**config.mk**
```make
export PLATFORM = sky130hd
export DESIGN_NAME = speaker_put_samples_flat
export DESIGN_NICKNAME = d
export VERILOG_FILES = /design/src/rtl/speaker_put_samples_if.sv /design/src/rtl/speaker_put_samples.sv /design/src/flat_wrapper.sv
export SDC_FILE = /design/constraint.sdc
export NUM_CORES = 1
export LEC_CHECK = 0
export CAP_MARGIN = 10
export CORE_MARGIN = 2
export CORE_UTILIZATION = 39
export CTS_CLUSTER_SIZE = 28
export DETAILED_ROUTE_END_ITERATION = 8
export SLEW_MARGIN = 40
export SYNTH_ARGS = -nofsm -noshare
export SYNTH_HDL_FRONTEND = slang
export SYNTH_SLANG_ARGS = --single-unit
```
**constraint.sdc**
```tcl
create_clock -name s00_axis_aclk -period 3.35 [get_ports s00_axis_aclk]
set_clock_uncertainty 0.15 [all_clocks]
set_input_delay 1.005 -clock s00_axis_aclk [delete_from_list [all_inputs] [get_ports s00_axis_aclk]]
set_output_delay 1.005 -clock s00_axis_aclk [all_outputs]
set_load 0.05 [all_outputs]
```
**src/rtl/speaker_put_samples_if.sv**
```systemverilog
// Sample stream into the speaker DAC serialiser: valid/ready handshake plus data and strobe.
interface speaker_put_samples_if #(
  parameter int DATA_WIDTH = 16
);
  logic                    tvalid;
  logic [DATA_WIDTH-1:0]   tdata;
  logic [DATA_WIDTH/8-1:0] tstrb;
  logic                    tready;

  modport master (output tvalid, tdata, tstrb, input tready);
  modport slave  (input tvalid, tdata, tstrb, output tready);
endinterface

```
**src/rtl/speaker_put_samples.sv**
```systemverilog
// Buffers samples in a small FIFO and shifts one 16-bit DAC frame out per pacing tick.
// Define SPEAKER_HOLD_LAST_EN to re-send the last frame when a tick finds the FIFO empty.
module speaker_put_samples #(
  parameter int CLK_TRIG               = 2,
  parameter int SAMPLE_TRIG            = 128,
  parameter int RAM_ADDR_WIDTH         = 3,
  parameter int C_S00_AXIS_TDATA_WIDTH = 16
) (
  input  logic                 s00_axis_aclk,
  input  logic                 s00_axis_aresetn,
  speaker_put_samples_if.slave s00_axis,
  output logic                 spi_clock,
  output logic                 spi_chipselect,
  output logic                 spi_data,
  output logic                 underflow
);
  localparam int DEPTH = 1 << RAM_ADDR_WIDTH;
  localparam int W     = C_S00_AXIS_TDATA_WIDTH;
  localparam int AW    = RAM_ADDR_WIDTH;
  localparam int PW    = $clog2(SAMPLE_TRIG);
  localparam int HW    = $clog2(CLK_TRIG + 1);

  typedef enum logic [1:0] {IDLE, SHIFT, GAP} state_t;

  logic [11:0] mem [DEPTH];
  logic [AW:0] wr_ptr, rd_ptr;
  logic        full, empty, push, pop;

  logic [PW-1:0] pace_cnt;
  logic          tick;

  state_t        state, state_n;
  logic [HW-1:0] half_cnt, half_n;
  logic [4:0]    edge_cnt, edge_n;
  logic [15:0]   shreg, shreg_n, frame_sel;
  logic          start;
  logic          sclk_n, cs_n, sdat_n;
`ifdef SPEAKER_HOLD_LAST_EN
  logic [15:0]   last_frame, last_n;
`endif

  assign empty           = (wr_ptr == rd_ptr);
  assign full            = (wr_ptr[AW] != rd_ptr[AW]) && (wr_ptr[AW-1:0] == rd_ptr[AW-1:0]);
  assign s00_axis.tready = s00_axis_aresetn && !full;
  assign push            = s00_axis.tvalid && s00_axis.tready;

  always_ff @(posedge s00_axis_aclk) begin
    if (push) begin
      mem[wr_ptr[AW-1:0]] <= s00_axis.tdata[W-1 -: 12];
    end
  end

  always_ff @(posedge s00_axis_aclk or negedge s00_axis_aresetn) begin
    if (!s00_axis_aresetn) begin
      wr_ptr <= '0;
      rd_ptr <= '0;
    end else begin
      if (push) wr_ptr <= wr_ptr + 1'b1;
      if (pop)  rd_ptr <= rd_ptr + 1'b1;
    end
  end

  assign tick = (pace_cnt == PW'(SAMPLE_TRIG - 1));

  always_ff @(posedge s00_axis_aclk or negedge s00_axis_aresetn) begin
    if (!s00_axis_aresetn) begin
      pace_cnt <= '0;
    end else if (tick) begin
      pace_cnt <= '0;
    end else begin
      pace_cnt <= pace_cnt + 1'b1;
    end
  end

  always_ff @(posedge s00_axis_aclk or negedge s00_axis_aresetn) begin
    if (!s00_axis_aresetn) begin
      state          <= IDLE;
      half_cnt       <= '0;
      edge_cnt       <= '0;
      shreg          <= '0;
      spi_clock      <= 1'b1;
      spi_chipselect <= 1'b1;
      spi_data       <= 1'b0;
`ifdef SPEAKER_HOLD_LAST_EN
      last_frame     <= '0;
`endif
    end else begin
      state          <= state_n;
      half_cnt       <= half_n;
      edge_cnt       <= edge_n;
      shreg          <= shreg_n;
      spi_clock      <= sclk_n;
      spi_chipselect <= cs_n;
      spi_data       <= sdat_n;
`ifdef SPEAKER_HOLD_LAST_EN
      last_frame     <= last_n;
`endif
    end
  end

  always_comb begin
    state_n   = state;
    half_n    = half_cnt;
    edge_n    = edge_cnt;
    shreg_n   = shreg;
    sclk_n    = spi_clock;
    cs_n      = spi_chipselect;
    sdat_n    = spi_data;
    pop       = 1'b0;
    underflow = 1'b0;
    start     = 1'b0;
    frame_sel = {4'b0000, mem[rd_ptr[AW-1:0]]};
`ifdef SPEAKER_HOLD_LAST_EN
    last_n    = last_frame;
`endif

    case (state)
      IDLE: begin
        if (tick) begin
          if (!empty) begin
            pop   = 1'b1;
            start = 1'b1;
          end else begin
            underflow = 1'b1;
`ifdef SPEAKER_HOLD_LAST_EN
            start     = 1'b1;
            frame_sel = last_frame;
`endif
          end
        end
        if (start) begin
          state_n = SHIFT;
          half_n  = '0;
          edge_n  = '0;
          shreg_n = frame_sel;
          sclk_n  = 1'b1;
          cs_n    = 1'b0;
          sdat_n  = frame_sel[15];
`ifdef SPEAKER_HOLD_LAST_EN
          last_n  = frame_sel;
`endif
        end
      end

      SHIFT: begin
        // edge_cnt counts completed half-periods; the 32nd one ends the frame
        if (half_cnt == HW'(CLK_TRIG - 1)) begin
          half_n = '0;
          edge_n = edge_cnt + 5'd1;
          if (edge_cnt == 5'd31) begin
            state_n = GAP;
            sclk_n  = 1'b1;
            cs_n    = 1'b1;
            sdat_n  = 1'b0;
          end else begin
            sclk_n = !spi_clock;
            if (!spi_clock) begin
              shreg_n = {shreg[14:0], 1'b0};
              sdat_n  = shreg[14];
            end
          end
        end else begin
          half_n = half_cnt + 1'b1;
        end
      end

      GAP: begin
        if (half_cnt == HW'(CLK_TRIG - 1)) begin
          state_n = IDLE;
          half_n  = '0;
        end else begin
          half_n = half_cnt + 1'b1;
        end
      end

      default: state_n = IDLE;
    endcase
  end
endmodule

```
**src/flat_wrapper.sv**
```systemverilog
// flat-port wrapper written by rule: the top's interface ports become plain ports
module speaker_put_samples_flat 
#(
  parameter int CLK_TRIG               = 2,
  parameter int SAMPLE_TRIG            = 128,
  parameter int RAM_ADDR_WIDTH         = 3,
  parameter int C_S00_AXIS_TDATA_WIDTH = 16
)
  (s00_axis_aclk, s00_axis_aresetn, spi_clock, spi_chipselect, spi_data, underflow, s00_axis_tvalid, s00_axis_tdata, s00_axis_tstrb, s00_axis_tready);
  speaker_put_samples_if #(.DATA_WIDTH((16))) s00_axis_i ();
  input  logic s00_axis_aclk;
  input  logic s00_axis_aresetn;
  output logic spi_clock;
  output logic spi_chipselect;
  output logic spi_data;
  output logic underflow;
  input wire logic [$bits(s00_axis_i.tvalid)-1:0] s00_axis_tvalid;
  input wire logic [$bits(s00_axis_i.tdata)-1:0] s00_axis_tdata;
  input wire logic [$bits(s00_axis_i.tstrb)-1:0] s00_axis_tstrb;
  output wire logic [$bits(s00_axis_i.tready)-1:0] s00_axis_tready;
  assign s00_axis_i.tvalid = s00_axis_tvalid;
  assign s00_axis_i.tdata = s00_axis_tdata;
  assign s00_axis_i.tstrb = s00_axis_tstrb;
  assign s00_axis_tready = s00_axis_i.tready;
  speaker_put_samples #(.CLK_TRIG(CLK_TRIG), .SAMPLE_TRIG(SAMPLE_TRIG), .RAM_ADDR_WIDTH(RAM_ADDR_WIDTH), .C_S00_AXIS_TDATA_WIDTH(C_S00_AXIS_TDATA_WIDTH)) u_core (.s00_axis_aclk(s00_axis_aclk), .s00_axis_aresetn(s00_axis_aresetn), .s00_axis(s00_axis_i), .spi_clock(spi_clock), .spi_chipselect(spi_chipselect), .spi_data(spi_data), .underflow(underflow));
endmodule
```
==> results.ini <==
[synthesis]
synthesis.area_um2=5811
synth_warnings=0
yosys.area.top_type_share_pct=49.61
yosysTopAreaCell=edfxtp_1
ys.flop_type=edfxtp_1
synth_fp_nets=377
synth_common_cells=edfxtp_1, dfrtp_1, mux4_2
seq_area_frac_synth_pct=67.74
synth.distinct_cells=51
synth_cells=348
yosysMostFrequentCell=edfxtp_1
syn_avg_cell_area_um2=16.70
synth-seq-cells=138
synth.area.top_cells=edfxtp_1, dfrtp_1, mux4_2
synth_edf_count=96
async_flop_share_pct=30.43

[cts]
cts_buffers=17
postCtsSetupRepairBufs=0
htreeDepth=4
cts_root_buf=clkbuf_16
path_clk_slew_ns=0.06
cts_buffer_depth=2
clock-sinks=138
cts_tree=yes
insertion_delay_ns=0.42

[die]
ios=26
die-area_um2=15890
die_w_um=126.1
start_util_pct=39.98
die_y_um=126.1
rows=44
design.core.area_um2=14530

[final_layout]
fin_nets=414
area_growth_pct=19.98
diodes=0
drive_above_1_share_pct=23.87

[detailed_routing]
ant_nets=0
drcViolationCount=0
first_pass_iters=5
post_drt_wl_per_cell_um=19.03
wirelength_um=11080
num_vias=3096
via_per_inst=5.320
drtIter0Drc=221

[global_route]
grt_pass1_vias=3289
antenna_found_initial=0
grt-ovfl-total=0
grt_pass1_wl_um=17970
grt_max_degree=43
grt_use_total_pct=15.00

[pwr]
pwr_density_cell_nw_per_um2=623.3
worst_ir_drop_vdd_v=0.0003856
power_mw=4.346
p_leak_nw=2.631

[critical_path]
crit_required_ns=2.19
cp-end-kind=output port
path_max_fanout=9
critPathSlowestCell=dfrtp_1
path_cells=xnor2_1, and4b_4, nand2_1, nor2_1, buf_12
max_stage_delay_ns=0.53
startpoint_type=flop
cp.arrival_ns=2.05
worstSetupPathType=reg2out

[flow_run]
max-cap-violations=0

[sta]
drv_slew=0
finalHoldViolCount=0
finalSetupTns_ns=0
maxClockFrequency_mhz=312.0
fin_crit_ns=3.205
slew_headroom_pct=61.74
rsz0062_at_grt=false
worst_pin_slew_ns=0.5740
setup_viol=0
holdWs_ns=0.3067
finalCritPeriodShare_pct=95.68

[placed_design]
dpl.hpwl_um=6651
port_buffers=19
gp_congestion=0.7593

[worst_hold_path]
hold_class=reg2reg

[outcome]
outcome=finished clean

[layer usage]
| metal | global-route usage [%] | part of all wire [%] | up-vias |
|---|---|---|---|
| met5 | 0 | 0 | - |
| met1 | 19.43 | 45 | 1579 |
| met3 | 4.248 | 3.4 | 16 |
| li1 | - | - | 1447 |
| met4 | 5.430 | 1.7 | 0 |
| met2 | 24.29 | 50 | 54 |
[sequential cells by signal, indices dropped and copies added, names as in the netlist]
| register | cells |
|---|---|
| u_core.state | 2 |
| u_core.half_cnt | 2 |
| u_core.rd_ptr | 4 |
| u_core.edge_cnt | 5 |
| u_core.pace_cnt | 7 |
| u_core.shreg | 15 |
| u_core.mem | 96 |
| u_core.spi_clock | 1 |
| u_core.wr_ptr | 4 |
| u_core.spi_data | 1 |
| u_core.spi_chipselect | 1 |
[cells by family after synthesis]
group | synth area share, %
AO/OA/AOI/OAI | 6.115
AND/OR/NAND/NOR | 6.955
buffers and inverters | 3.058
flip-flops | 67.74
adder cells (fa/ha/maj) | 1.723
XOR/XNOR | 2.261
multiplexers | 12.14
[power breakdown]
group          total (mW)  internal, mW  switching [mW]
registers            2.02          1.95          0.0733
logic               0.334         0.143           0.191
clock network        1.99          1.28           0.715
[placed cells by master, fill, tap and decap left out, types with 4 or more instances in the layout]
cell / Yosys / layout
dfrtp_1: 40 / 40
a222oi_1: 11 / 11
inv_1: 17 / 17
nand2_1: 10 / 10
nand4_1: 8 / 8
mux2i_1: 12 / 12
nor2_1: 12 / 12
bufinv_16: 0 / 4
clkdlybuf4s50_1: 0 / 16
edfxtp_1: 96 / 96
xnor2_1: 8 / 7
xor2_1: 7 / 7
ha_1: 8 / 8
clkbuf_16: 0 / 17
buf_4: 5 / 18
inv_6: 0 / 4
nor2b_1: 4 / 4
and3_1: 9 / 9
nand3_1: 9 / 9
mux4_2: 21 / 21
[per-stage QoR]
| stage | utilization (%) | instances | instance area, um2 | setup WS (ns) |
|---|---|---|---|---|
| after CTS | 47.92 | 582 | 6964 | 0.08563 |
| after global placement | 43.56 | 550 | 6331 | 0.4819 |
| after detailed placement | 43.56 | 550 | 6331 | 0.4602 |
| final | 47.97 | 582 | 6972 | 0.1448 |
| after floorplan | - | 348 | 5874 | 0.01900 |
| after global routing | 47.97 | 582 | 6972 | 0.02742 |
[final timing paths]
check	start	end	slack, ns	cells past startpoint
max	u_core.wr_ptr[2]	underflow	0.14	5
min in group asynchronous	s00_axis_aresetn	u_core.wr_ptr[1]	0.56	2
min	u_core.pace_cnt[0]	u_core.pace_cnt[0]	0.31	1
max reg2reg	u_core.wr_ptr[2]	u_core.mem[2][10]	0.81	5
max in group asynchronous	s00_axis_aresetn	u_core.shreg[3]	2.10	2
min reg2reg	u_core.pace_cnt[0]	u_core.pace_cnt[0]	0.31	1
[what timing repair did]
action,4_1_cts,5_1_grt
setup endpoints to repair,0,1
gates resized for setup,0,1
hold buffers,0,0
[critical path, delay by kind of cell, from the launching register on]
kind / cells / cell delay, ns
and+or+nand+nor: 3 / 0.62
DFF: 1 / 0.53
xor gates and xnor gates: 1 / 0.32
buffers and inverters: 1 / 0.17
[area by class of cell]
cell class,count,area [um2]
clock buffer,20,446.7
multi-input combinational,174,1768
fill,1236,7562
sequential,138,3936
inverter,17,63.81
clock inverter,12,186.4
tap,184,230.2
timing repair buffer,37,340.3
Note: power is estimated with default switching activity, not from simulation.
